### src/rtl/mc_controller_if.sv
// Control bundle between the multicycle controller (master) and the shared datapath/memory (slave).
interface mc_controller_if #(
  parameter int unsigned OPW = 6,
  parameter int unsigned ACW = 3
);
  localparam int unsigned SW = 4;

  // Instruction fields, ALU flag and memory handshake from the datapath
  logic [OPW-1:0] op;
  logic [OPW-1:0] funct;
  logic           zero;
  logic           mem_ready;

  // Datapath selects, write enables and debug state from the controller
  logic           mem_req;
  logic           iord;
  logic           memwrite;
  logic           irwrite;
  logic           pcwrite;
  logic           memtoreg;
  logic           regdst;
  logic           regwrite;
  logic           alusrca;
  logic [1:0]     alusrcb;
  logic [1:0]     pcsrc;
  logic [ACW-1:0] alucontrol;
  logic           illegal;
  logic [SW-1:0]  state;

  modport master (
    input  op, funct, zero, mem_ready,
    output mem_req, iord, memwrite, irwrite, pcwrite, memtoreg, regdst, regwrite,
           alusrca, alusrcb, pcsrc, alucontrol, illegal, state
  );

  modport slave (
    output op, funct, zero, mem_ready,
    input  mem_req, iord, memwrite, irwrite, pcwrite, memtoreg, regdst, regwrite,
           alusrca, alusrcb, pcsrc, alucontrol, illegal, state
  );
endinterface

### src/rtl/mc_controller.sv
// Multicycle MIPS-subset control FSM driving a shared ALU/regfile/memory datapath.
// Define MC_BNE_EN to add bne (op 000101) through state BNE=12.
module mc_controller #(
  parameter int unsigned OPW = 6,
  parameter int unsigned ACW = 3
) (
  input  logic            clk,
  input  logic            reset,
  mc_controller_if.master ctrl
);
  localparam int unsigned SW = 4;

  typedef enum logic [SW-1:0] {
    S_FETCH   = 4'd0,
    S_DECODE  = 4'd1,
    S_MEMADR  = 4'd2,
    S_MEMRD   = 4'd3,
    S_MEMWB   = 4'd4,
    S_MEMWR   = 4'd5,
    S_RTYPEEX = 4'd6,
    S_ALUWB   = 4'd7,
    S_BEQ     = 4'd8,
    S_ADDIEX  = 4'd9,
    S_ADDIWB  = 4'd10,
    S_JUMP    = 4'd11,
    S_BNE     = 4'd12
  } state_e;

  localparam logic [OPW-1:0] OP_RTYPE = OPW'(6'b000000);
  localparam logic [OPW-1:0] OP_LW    = OPW'(6'b100011);
  localparam logic [OPW-1:0] OP_SW    = OPW'(6'b101011);
  localparam logic [OPW-1:0] OP_BEQ   = OPW'(6'b000100);
  localparam logic [OPW-1:0] OP_ADDI  = OPW'(6'b001000);
  localparam logic [OPW-1:0] OP_J     = OPW'(6'b000010);
`ifdef MC_BNE_EN
  localparam logic [OPW-1:0] OP_BNE   = OPW'(6'b000101);
`endif

  localparam logic [OPW-1:0] FN_ADD = OPW'(6'b100000);
  localparam logic [OPW-1:0] FN_SUB = OPW'(6'b100010);
  localparam logic [OPW-1:0] FN_AND = OPW'(6'b100100);
  localparam logic [OPW-1:0] FN_OR  = OPW'(6'b100101);
  localparam logic [OPW-1:0] FN_SLT = OPW'(6'b101010);

  localparam logic [ACW-1:0] ALU_ADD = ACW'(3'b010);
  localparam logic [ACW-1:0] ALU_SUB = ACW'(3'b110);
  localparam logic [ACW-1:0] ALU_AND = ACW'(3'b000);
  localparam logic [ACW-1:0] ALU_OR  = ACW'(3'b001);
  localparam logic [ACW-1:0] ALU_SLT = ACW'(3'b111);

  localparam logic [1:0] SRCB_RT    = 2'b00;
  localparam logic [1:0] SRCB_FOUR  = 2'b01;
  localparam logic [1:0] SRCB_IMM   = 2'b10;
  localparam logic [1:0] SRCB_IMMSH = 2'b11;

  localparam logic [1:0] PC_ALU    = 2'b00;
  localparam logic [1:0] PC_ALUOUT = 2'b01;
  localparam logic [1:0] PC_JUMP   = 2'b10;

  state_e         state_q;
  state_e         state_d;
  state_e         view_s;
  logic           funct_ok_c;
  logic [ACW-1:0] funct_alu_c;

  logic           mem_req_c;
  logic           iord_c;
  logic           memwrite_c;
  logic           irwrite_c;
  logic           pcwrite_c;
  logic           memtoreg_c;
  logic           regdst_c;
  logic           regwrite_c;
  logic           alusrca_c;
  logic [1:0]     alusrcb_c;
  logic [1:0]     pcsrc_c;
  logic [ACW-1:0] alucontrol_c;
  logic           illegal_c;

  // State register with synchronous reset to FETCH
  always_ff @(posedge clk) begin
    if (reset) begin
      state_q <= S_FETCH;
    end else begin
      state_q <= state_d;
    end
  end

  // R-type funct decode
  always_comb begin
    funct_ok_c  = 1'b1;
    funct_alu_c = ALU_ADD;
    case (ctrl.funct)
      FN_ADD:  funct_alu_c = ALU_ADD;
      FN_SUB:  funct_alu_c = ALU_SUB;
      FN_AND:  funct_alu_c = ALU_AND;
      FN_OR:   funct_alu_c = ALU_OR;
      FN_SLT:  funct_alu_c = ALU_SLT;
      default: funct_ok_c  = 1'b0;
    endcase
  end

  // Next state and Moore outputs; while in reset the outputs show FETCH with enables off
  always_comb begin
    view_s       = reset ? S_FETCH : state_q;
    state_d      = S_FETCH;
    mem_req_c    = 1'b0;
    iord_c       = 1'b0;
    memwrite_c   = 1'b0;
    irwrite_c    = 1'b0;
    pcwrite_c    = 1'b0;
    memtoreg_c   = 1'b0;
    regdst_c     = 1'b0;
    regwrite_c   = 1'b0;
    alusrca_c    = 1'b0;
    alusrcb_c    = SRCB_RT;
    pcsrc_c      = PC_ALU;
    alucontrol_c = ALU_AND;
    illegal_c    = 1'b0;

    case (view_s)
      S_FETCH: begin
        mem_req_c    = 1'b1;
        alusrcb_c    = SRCB_FOUR;
        alucontrol_c = ALU_ADD;
        pcsrc_c      = PC_ALU;
        irwrite_c    = ctrl.mem_ready;
        pcwrite_c    = ctrl.mem_ready;
        state_d      = ctrl.mem_ready ? S_DECODE : S_FETCH;
      end
      S_DECODE: begin
        alusrcb_c    = SRCB_IMMSH;
        alucontrol_c = ALU_ADD;
        case (ctrl.op)
          OP_LW, OP_SW: state_d = S_MEMADR;
          OP_RTYPE:     state_d = S_RTYPEEX;
          OP_BEQ:       state_d = S_BEQ;
          OP_ADDI:      state_d = S_ADDIEX;
          OP_J:         state_d = S_JUMP;
`ifdef MC_BNE_EN
          OP_BNE:       state_d = S_BNE;
`endif
          default: begin
            state_d   = S_FETCH;
            illegal_c = 1'b1;
          end
        endcase
      end
      S_MEMADR: begin
        alusrca_c    = 1'b1;
        alusrcb_c    = SRCB_IMM;
        alucontrol_c = ALU_ADD;
        state_d      = (ctrl.op == OP_LW) ? S_MEMRD : S_MEMWR;
      end
      S_MEMRD: begin
        mem_req_c = 1'b1;
        iord_c    = 1'b1;
        state_d   = ctrl.mem_ready ? S_MEMWB : S_MEMRD;
      end
      S_MEMWB: begin
        memtoreg_c = 1'b1;
        regwrite_c = 1'b1;
      end
      S_MEMWR: begin
        mem_req_c  = 1'b1;
        iord_c     = 1'b1;
        memwrite_c = 1'b1;
        state_d    = ctrl.mem_ready ? S_FETCH : S_MEMWR;
      end
      S_RTYPEEX: begin
        alusrca_c    = 1'b1;
        alusrcb_c    = SRCB_RT;
        alucontrol_c = funct_alu_c;
        illegal_c    = ~funct_ok_c;
        state_d      = funct_ok_c ? S_ALUWB : S_FETCH;
      end
      S_ALUWB: begin
        regdst_c   = 1'b1;
        regwrite_c = 1'b1;
      end
      S_BEQ: begin
        alusrca_c    = 1'b1;
        alusrcb_c    = SRCB_RT;
        alucontrol_c = ALU_SUB;
        pcsrc_c      = PC_ALUOUT;
        pcwrite_c    = ctrl.zero;
      end
      S_ADDIEX: begin
        alusrca_c    = 1'b1;
        alusrcb_c    = SRCB_IMM;
        alucontrol_c = ALU_ADD;
        state_d      = S_ADDIWB;
      end
      S_ADDIWB: begin
        regwrite_c = 1'b1;
      end
      S_JUMP: begin
        pcsrc_c   = PC_JUMP;
        pcwrite_c = 1'b1;
      end
`ifdef MC_BNE_EN
      S_BNE: begin
        alusrca_c    = 1'b1;
        alusrcb_c    = SRCB_RT;
        alucontrol_c = ALU_SUB;
        pcsrc_c      = PC_ALUOUT;
        pcwrite_c    = ~ctrl.zero;
      end
`endif
      default: state_d = S_FETCH;
    endcase

    if (reset) begin
      mem_req_c  = 1'b0;
      memwrite_c = 1'b0;
      irwrite_c  = 1'b0;
      pcwrite_c  = 1'b0;
      regwrite_c = 1'b0;
      illegal_c  = 1'b0;
    end
  end

  assign ctrl.mem_req    = mem_req_c;
  assign ctrl.iord       = iord_c;
  assign ctrl.memwrite   = memwrite_c;
  assign ctrl.irwrite    = irwrite_c;
  assign ctrl.pcwrite    = pcwrite_c;
  assign ctrl.memtoreg   = memtoreg_c;
  assign ctrl.regdst     = regdst_c;
  assign ctrl.regwrite   = regwrite_c;
  assign ctrl.alusrca    = alusrca_c;
  assign ctrl.alusrcb    = alusrcb_c;
  assign ctrl.pcsrc      = pcsrc_c;
  assign ctrl.alucontrol = alucontrol_c;
  assign ctrl.illegal    = illegal_c;
  assign ctrl.state      = state_q;
endmodule

### src/flat_wrapper.sv
// flat-port wrapper written by rule: the top's interface ports become plain ports
module mc_controller_flat 
#(
  parameter int unsigned OPW = 6,
  parameter int unsigned ACW = 3
)
  (clk, reset, ctrl_op, ctrl_funct, ctrl_zero, ctrl_mem_ready, ctrl_mem_req, ctrl_iord, ctrl_memwrite, ctrl_irwrite, ctrl_pcwrite, ctrl_memtoreg, ctrl_regdst, ctrl_regwrite, ctrl_alusrca, ctrl_alusrcb, ctrl_pcsrc, ctrl_alucontrol, ctrl_illegal, ctrl_state);
  mc_controller_if #(.OPW(OPW), .ACW(ACW)) ctrl_i ();
  input  logic clk;
  input  logic reset;
  input wire logic [$bits(ctrl_i.op)-1:0] ctrl_op;
  input wire logic [$bits(ctrl_i.funct)-1:0] ctrl_funct;
  input wire logic [$bits(ctrl_i.zero)-1:0] ctrl_zero;
  input wire logic [$bits(ctrl_i.mem_ready)-1:0] ctrl_mem_ready;
  output wire logic [$bits(ctrl_i.mem_req)-1:0] ctrl_mem_req;
  output wire logic [$bits(ctrl_i.iord)-1:0] ctrl_iord;
  output wire logic [$bits(ctrl_i.memwrite)-1:0] ctrl_memwrite;
  output wire logic [$bits(ctrl_i.irwrite)-1:0] ctrl_irwrite;
  output wire logic [$bits(ctrl_i.pcwrite)-1:0] ctrl_pcwrite;
  output wire logic [$bits(ctrl_i.memtoreg)-1:0] ctrl_memtoreg;
  output wire logic [$bits(ctrl_i.regdst)-1:0] ctrl_regdst;
  output wire logic [$bits(ctrl_i.regwrite)-1:0] ctrl_regwrite;
  output wire logic [$bits(ctrl_i.alusrca)-1:0] ctrl_alusrca;
  output wire logic [$bits(ctrl_i.alusrcb)-1:0] ctrl_alusrcb;
  output wire logic [$bits(ctrl_i.pcsrc)-1:0] ctrl_pcsrc;
  output wire logic [$bits(ctrl_i.alucontrol)-1:0] ctrl_alucontrol;
  output wire logic [$bits(ctrl_i.illegal)-1:0] ctrl_illegal;
  output wire logic [$bits(ctrl_i.state)-1:0] ctrl_state;
  assign ctrl_i.op = ctrl_op;
  assign ctrl_i.funct = ctrl_funct;
  assign ctrl_i.zero = ctrl_zero;
  assign ctrl_i.mem_ready = ctrl_mem_ready;
  assign ctrl_mem_req = ctrl_i.mem_req;
  assign ctrl_iord = ctrl_i.iord;
  assign ctrl_memwrite = ctrl_i.memwrite;
  assign ctrl_irwrite = ctrl_i.irwrite;
  assign ctrl_pcwrite = ctrl_i.pcwrite;
  assign ctrl_memtoreg = ctrl_i.memtoreg;
  assign ctrl_regdst = ctrl_i.regdst;
  assign ctrl_regwrite = ctrl_i.regwrite;
  assign ctrl_alusrca = ctrl_i.alusrca;
  assign ctrl_alusrcb = ctrl_i.alusrcb;
  assign ctrl_pcsrc = ctrl_i.pcsrc;
  assign ctrl_alucontrol = ctrl_i.alucontrol;
  assign ctrl_illegal = ctrl_i.illegal;
  assign ctrl_state = ctrl_i.state;
  mc_controller #(.OPW(OPW), .ACW(ACW)) u_core (.clk(clk), .reset(reset), .ctrl(ctrl_i));
endmodule
### config.mk
export PLATFORM = sky130hd
export DESIGN_NAME = mc_controller_flat
export DESIGN_NICKNAME = d
export VERILOG_FILES = /design/src/rtl/mc_controller_if.sv /design/src/rtl/mc_controller.sv /design/src/flat_wrapper.sv
export SDC_FILE = /design/constraint.sdc
export NUM_CORES = 1
export LEC_CHECK = 0
export ABC_AREA = 1
export BUFFER_PORTS_ARGS = -buffer_cell sky130_fd_sc_hd__buf_2
export CAP_MARGIN = 10
export CORE_MARGIN = 5
export CORE_UTILIZATION = 47
export CTS_BUF_LIST = sky130_fd_sc_hd__clkbuf_4 sky130_fd_sc_hd__clkbuf_8 sky130_fd_sc_hd__clkbuf_16
export CTS_CLUSTER_SIZE = 16
export DETAILED_ROUTE_END_ITERATION = 8
export PLACE_DENSITY = 0.92
export SYNTH_ARGS = -nofsm -noshare
export SYNTH_HDL_FRONTEND = slang
export SYNTH_SLANG_ARGS = --single-unit
### constraint.sdc
create_clock -name clk -period 2.26 [get_ports clk]
set_input_delay 0.452 -clock clk [delete_from_list [all_inputs] [get_ports clk]]
set_output_delay 0.452 -clock clk [all_outputs]
set_load 0.01 [all_outputs]
# After elaboration in Yosys (flattened, before gate mapping)
# Index checks and enable logic that the tools add are counted.
[op_classes]
bitwise_logic = 1
reduce_logical = 11
mux = 30
n_eq_ne = 21
[op_table]
columns = ["op", "n"]
rows = [
  ["6-bit equality test, second input constant", 7],
  ["4-bit case mux with 7 select lines", 1],
  ["4-bit case mux with 5 select lines", 1],
  ["1-bit 2-to-1 mux", 17],
  ["4-bit by 3-bit equality test with 1-bit output, second input constant", 4],
  ["4-bit equality test, second input constant", 4],
  ["3-bit 2-to-1 mux", 4],
  ["3-bit case mux with 4 select lines", 1],
  ["3-bit case mux with 3 select lines", 1],
  ["4-bit by 2-bit equality test with 1-bit output, second input constant", 2],
  ["4-bit OR reduction", 2],
  ["6-bit by 2-bit equality test with 1-bit output, second input constant", 1],
  ["6-bit by 3-bit equality test with 1-bit output, second input constant", 1],
  ["6-bit by 4-bit equality test with 1-bit output, second input constant", 1],
  ["6-bit zero test", 1],
  ["2-bit case mux with 3 select lines", 1],
  ["2-bit OR reduction", 3],
  ["3-bit OR reduction", 2],
  ["6-bit OR reduction", 1],
  ["5-bit OR reduction", 1],
  ["4-bit by 1-bit equality test with 1-bit output, second input constant", 1],
  ["4-bit zero test", 1],
  ["4-bit 2-to-1 mux", 1],
  ["2-bit case mux with 2 select lines", 1],
  ["other kinds (3)", 3],
]
[totals]
ff_bits = 4
inputBits = 16
output_inout_bits = 21
elab_cells = 64

# Longest topological paths before layout
[depth]
ltp_word = 6
depth_mapped = 9
mapped_depth_nobuf = 9

# Worst setup path after synthesis
# OpenSTA, ideal clock, no wires.
[synth_path]
path_kind = "in2out"
start = "in reset"
end = "out ctrl_pcwrite"
cell_stages = 9
arrival_ns = 1.202
required_time_ns = 1.808
path_slack_ns = 0.606
path_buffers = 0
path_cell_list = "inv_4 > nand2_4 > nor2_2 > inv_2 > nor2_4 > nand2_1 > nand3_1 > nand2_1 > inv_1"
[synth_between]
elab_chain_len = 4
word_cells_on_any_way = 6
cone_classes = "eq/ne: 2; mux: 3; reduce/logical: 1"
[synth_lines]
columns = ["element", "line", "text"]
rows = [
  ["from (decl)", "flat_wrapper.sv:10", "input logic reset;"],
  ["4-bit 2-to-1 mux", "mc_controller.sv:105", "view_s = reset ? S_FETCH : state_q;"],
  ["4-bit equality test / 4-bit zero test (equally long branches)", "mc_controller.sv:121", "case (view_s)"],
  ["1-bit case mux with 3 select lines", "mc_controller.sv:121", ""],
  ["1-bit 2-to-1 mux *", "mc_controller.sv:213", "if (reset) begin"],
  ["to (decl)", "flat_wrapper.sv:19", "output wire logic [$bits(ctrl_i.pcwrite)-1:0] ctrl_pcwrite;"],
]
# Every way passes the cells marked *; elsewhere a longest branch is shown, timed or not.

# Final worst setup path
[layout_path]
start = "in reset"
end = "out ctrl_alucontrol[1]"
[layout_between]
elab_chain_len = 4
word_cells_on_any_way = 9
cone_classes = "eq/ne: 5; mux: 2; reduce/logical: 2"
[layout_lines]
columns = ["element", "line", "text"]
rows = [
  ["4-bit 2-to-1 mux *", "mc_controller.sv:105", ""],
  ["4-bit by 2-bit equality test with 1-bit output, or another cell as far along", "mc_controller.sv:121", ""],
  ["4-bit OR reduction (no source line)", "n/a", ""],
  ["3-bit case mux with 3 select lines *", "mc_controller.sv:121", ""],
  ["to (decl)", "flat_wrapper.sv:26", "output wire logic [$bits(ctrl_i.alucontrol)-1:0] ctrl_alucontrol;"],
]
# Marks and branches as above.

==> metrics.md <==
| Metric | Value |
|---|---|
| CP delay by family, top | simple AND/OR/NAND/NOR gates |
| CTS Buf Count | 3 |
| Clk sinks | 4 |
| Hold Vio Cnt, Final | 0 |
| Starting Density | 50.84% |
| Flop pwr share | 32.9% |
| Combinational power share | 29.9% |
| Final wirelength | 1.824 mm |
| Max FFs per register | 4 |
| Distinct cells, synth | 20 |
| Largest net degree at the start of global routing | 9 |
| Vias | 830 |
| Finished Layout Cells | 174 |
| Post-cts repair resize count | 0 |
| PD cells | 251.8 nW/um2 |
| Worst slew margin | 83.02% |
| Syn Std Cell Area | 678.2 um2 |
| R2r startpoint | u_core.ctrl.state[2] |
| CP startpoint | reset |
| Gpl congestion | 0.8337 |
| Leak pwr | 0.6027 nW |
| Fmax | 518.0 MHz |
| Max clock buf depth | 2 |
| First-pass GRT wire length | 2.946 mm |
| Layout fillers | 145 |
| Slowest-stage cell, CP | buf_2 |
| Cells along the critical path | buf_2 -> inv_4 -> nand2_2 -> nand2_4 -> inv_2 -> nand2_1 -> nand2_1 -> nor2_1 -> nand3_1 -> buf_2 |
| Clock transition at path regs | 0.04 ns |
| Row cnt | 13 |
| Worst hold path class | input port to flip-flop |
| Hold Buf Count CTS | 0 |
| Tmin final | 1.931 ns |
| Hold path start | reset |
| Crit-path max FO | 8 |
| Slowest stage delay, CP | 0.14 ns |
| I/O Buffers | 36 |
| Final Skew | 0.003538 ns |
| Initial DRC Count | 11 |
| CP Capture Type | output pin |
| Synthesis-stage register bit count | 4 |
| Residual DRC | 0 |
| Net switching share of the total power | 29.99% |
| Syn Nets | 136 |
| Setup crit start kind | input port |
| Clock power share | 37.3% |
| Fin. max-slew vios | 0 |
| Synthesis-to-finish area growth | 32.66% |
| Psw | 0.06795 mW |
| FF/Latch Area | 80.08 um2 |
| Overflow after GRT | 0 |
| Synthesized instance count | 120 |
| TritonRoute pass-1 iters | 4 |
| Die height | 47.99 um |
| CTS tree | yes |
| Max-Cap Viols | 0 |
| Total Neg Setup Slack | 0 ns |
| H-tree levels | 1 |
| Pint | 0.1586 mW |
| Multi-input logic area | 505.5 um2 |
| CP Data Required Time | 1.81 ns |
| Clk Latency, worst-skew pair | 0.23 ns |
| Syn Area/Cell | 5.651 um2 |
| Core ar. | 1334 um2 |
| Detail Route Antenna Nets | 0 |
| Die area | 2303 um2 |
| Critical path buffers and inverters | 4 |
| Number of global-route vias before repair | 745 |
| Worst IR drop on VDD | 0.0004024 V |
| Postcts setup bufs | 0 |
| Arr. time, crit path | 1.48 ns |
| Global-route total usage across every layer | 17.85% |
| Diode count | 0 |
| Crit Path Class | input port to output pin |
| RSZ-0062 raised after global routing | false |
| Final setup viols | 0 |
| Cells after DPL | 171 |
| Final net count | 177 |
| Wire per inst | 10.48 um |
| Worst-Margin Slew | 0.2538 ns |
| DIE WIDTH | 47.99 um |
| CTS Root Cell | clkbuf_4 |
| YS warnings | 0 |
| Period Utilization, post-route | 85.42% |
| Register area share after synthesis | 11.81% |
| Vias/cell | 4.770 |
| Post-DP HPWL | 1.643 mm |
| Number of placed I/O pins | 37 |
| Layout cells sized above 1 | 40.25% |
| Status | completed |
| Initial antenna violation count | 0 |
[final timing paths]
path / to / slack, ns / depth (start not counted)
min reg2reg: u_core.ctrl.state[1] / 0.73 / 4
max: ctrl_alucontrol[1] / 0.33 / 10
min: u_core.ctrl.state[0] / 0.45 / 2
max reg2reg: u_core.ctrl.state[1] / 1.04 / 7
[per-layer routing]
layer | track usage [%] | wire (um) | vias to the layer above | share of wire [%]
met3 | 2.632 | 137 | 2 | 7.5
met1 | 19.26 | 720 | 344 | 39
met4 | 5.914 | 12 | 0 | 0.66
li1 | - | - | 456 | -
met2 | 34.56 | 953 | 28 | 52
met5 | 0 | 0 | - | 0
[power by group through the flow]
stage / registers [mW] / clock network [mW] / logic [mW]
floorplan: 0.0763 / 0 / 0.0382
global route: 0.0747 / 0.0949 / 0.0758
finish: 0.0745 / 0.0844 / 0.0677
CTS: 0.0745 / 0.0853 / 0.0683
detailed placement: 0.0756 / 0 / 0.0680
global placement: 0.0756 / 0 / 0.0661
[cell usage after synthesis]
cell / n / area share (%)
nand2_1: 25 / 14
nor2_1: 22 / 12
inv_1: 17 / 9.4
nand3_1: 17 / 13
inv_2: 6 / 3.3
nand2_4: 5 / 8.3
o21ai_1: 5 / 3.7
dfxtp_1: 4 / 12
nand2_2: 3 / 2.8
nor2_4: 3 / 5.0
nand3_2: 2 / 3.0
nor2_2: 2 / 1.8
o21ai_0: 2 / 1.5
and2_1: 1 / 0.92
inv_4: 1 / 0.92
nand3_4: 1 / 2.6
nand4_1: 1 / 0.92
nor2_8: 1 / 3.0
nor3_2: 1 / 1.5
o211ai_1: 1 / 1.1
[layout make-up]
cell class	count	share of cell area (%)
Clock buffer	3	2.503
Inverter	24	10.29
Multi-Input combinational cell	92	56.19
Sequential cell	4	8.901
Tap cell	15	2.086
Timing Repair Buffer	36	20.03
[cells by family (layout without fill, tap and decap cells)]
kind of cell / count (synthesis) / count (layout) / share of synthesized area, %
DFF: 4 / 4 / 11.81
and+or+nand+nor: 84 / 84 / 68.27
buffers and inverters: 24 / 63 / 13.65
AOI/OAI and AO/OA: 8 / 8 / 6.273
[worst reg2reg max path: cells and delay by family, from the launching register on]
kind                   cells  cell delay, ns
DFF                        1            0.44
and+or+nand+nor            6            0.59
buffers and inverters      1            0.06
[per-stage QoR]
step | hold WS [ns] | setup WS (ns) | utilization [%] | power, mW | area, um2
floorplan | 0.5244 | 0.6055 | - | 0.1144 | 678.2
global placement | 0.6758 | 0.3382 | 65.76 | 0.1417 | 877.1
detailed placement | 0.6899 | 0.3172 | 65.76 | 0.1436 | 877.1
CTS | 0.4512 | 0.3137 | 67.45 | 0.2282 | 899.6
global route | 0.4546 | 0.1981 | 67.45 | 0.2454 | 899.6
finish | 0.4477 | 0.3294 | 67.45 | 0.2266 | 899.6
[cells in the final DEF (no fill, tap or decap)]
cell / n
nor2_8: 1
nor2_2: 2
o21ai_1: 5
o211ai_1: 1
nand2_4: 5
clkbuf_4: 3
nor2_1: 22
inv_4: 1
nand3_2: 2
nand2_2: 3
and2_1: 1
nand4_1: 1
inv_1: 17
nor3_2: 1
o21ai_0: 2
nand3_1: 17
inv_2: 6
nor2_4: 3
dfxtp_1: 4
buf_2: 36
nand3_4: 1
nand2_1: 25
Power figures use the tool's default switching activity.
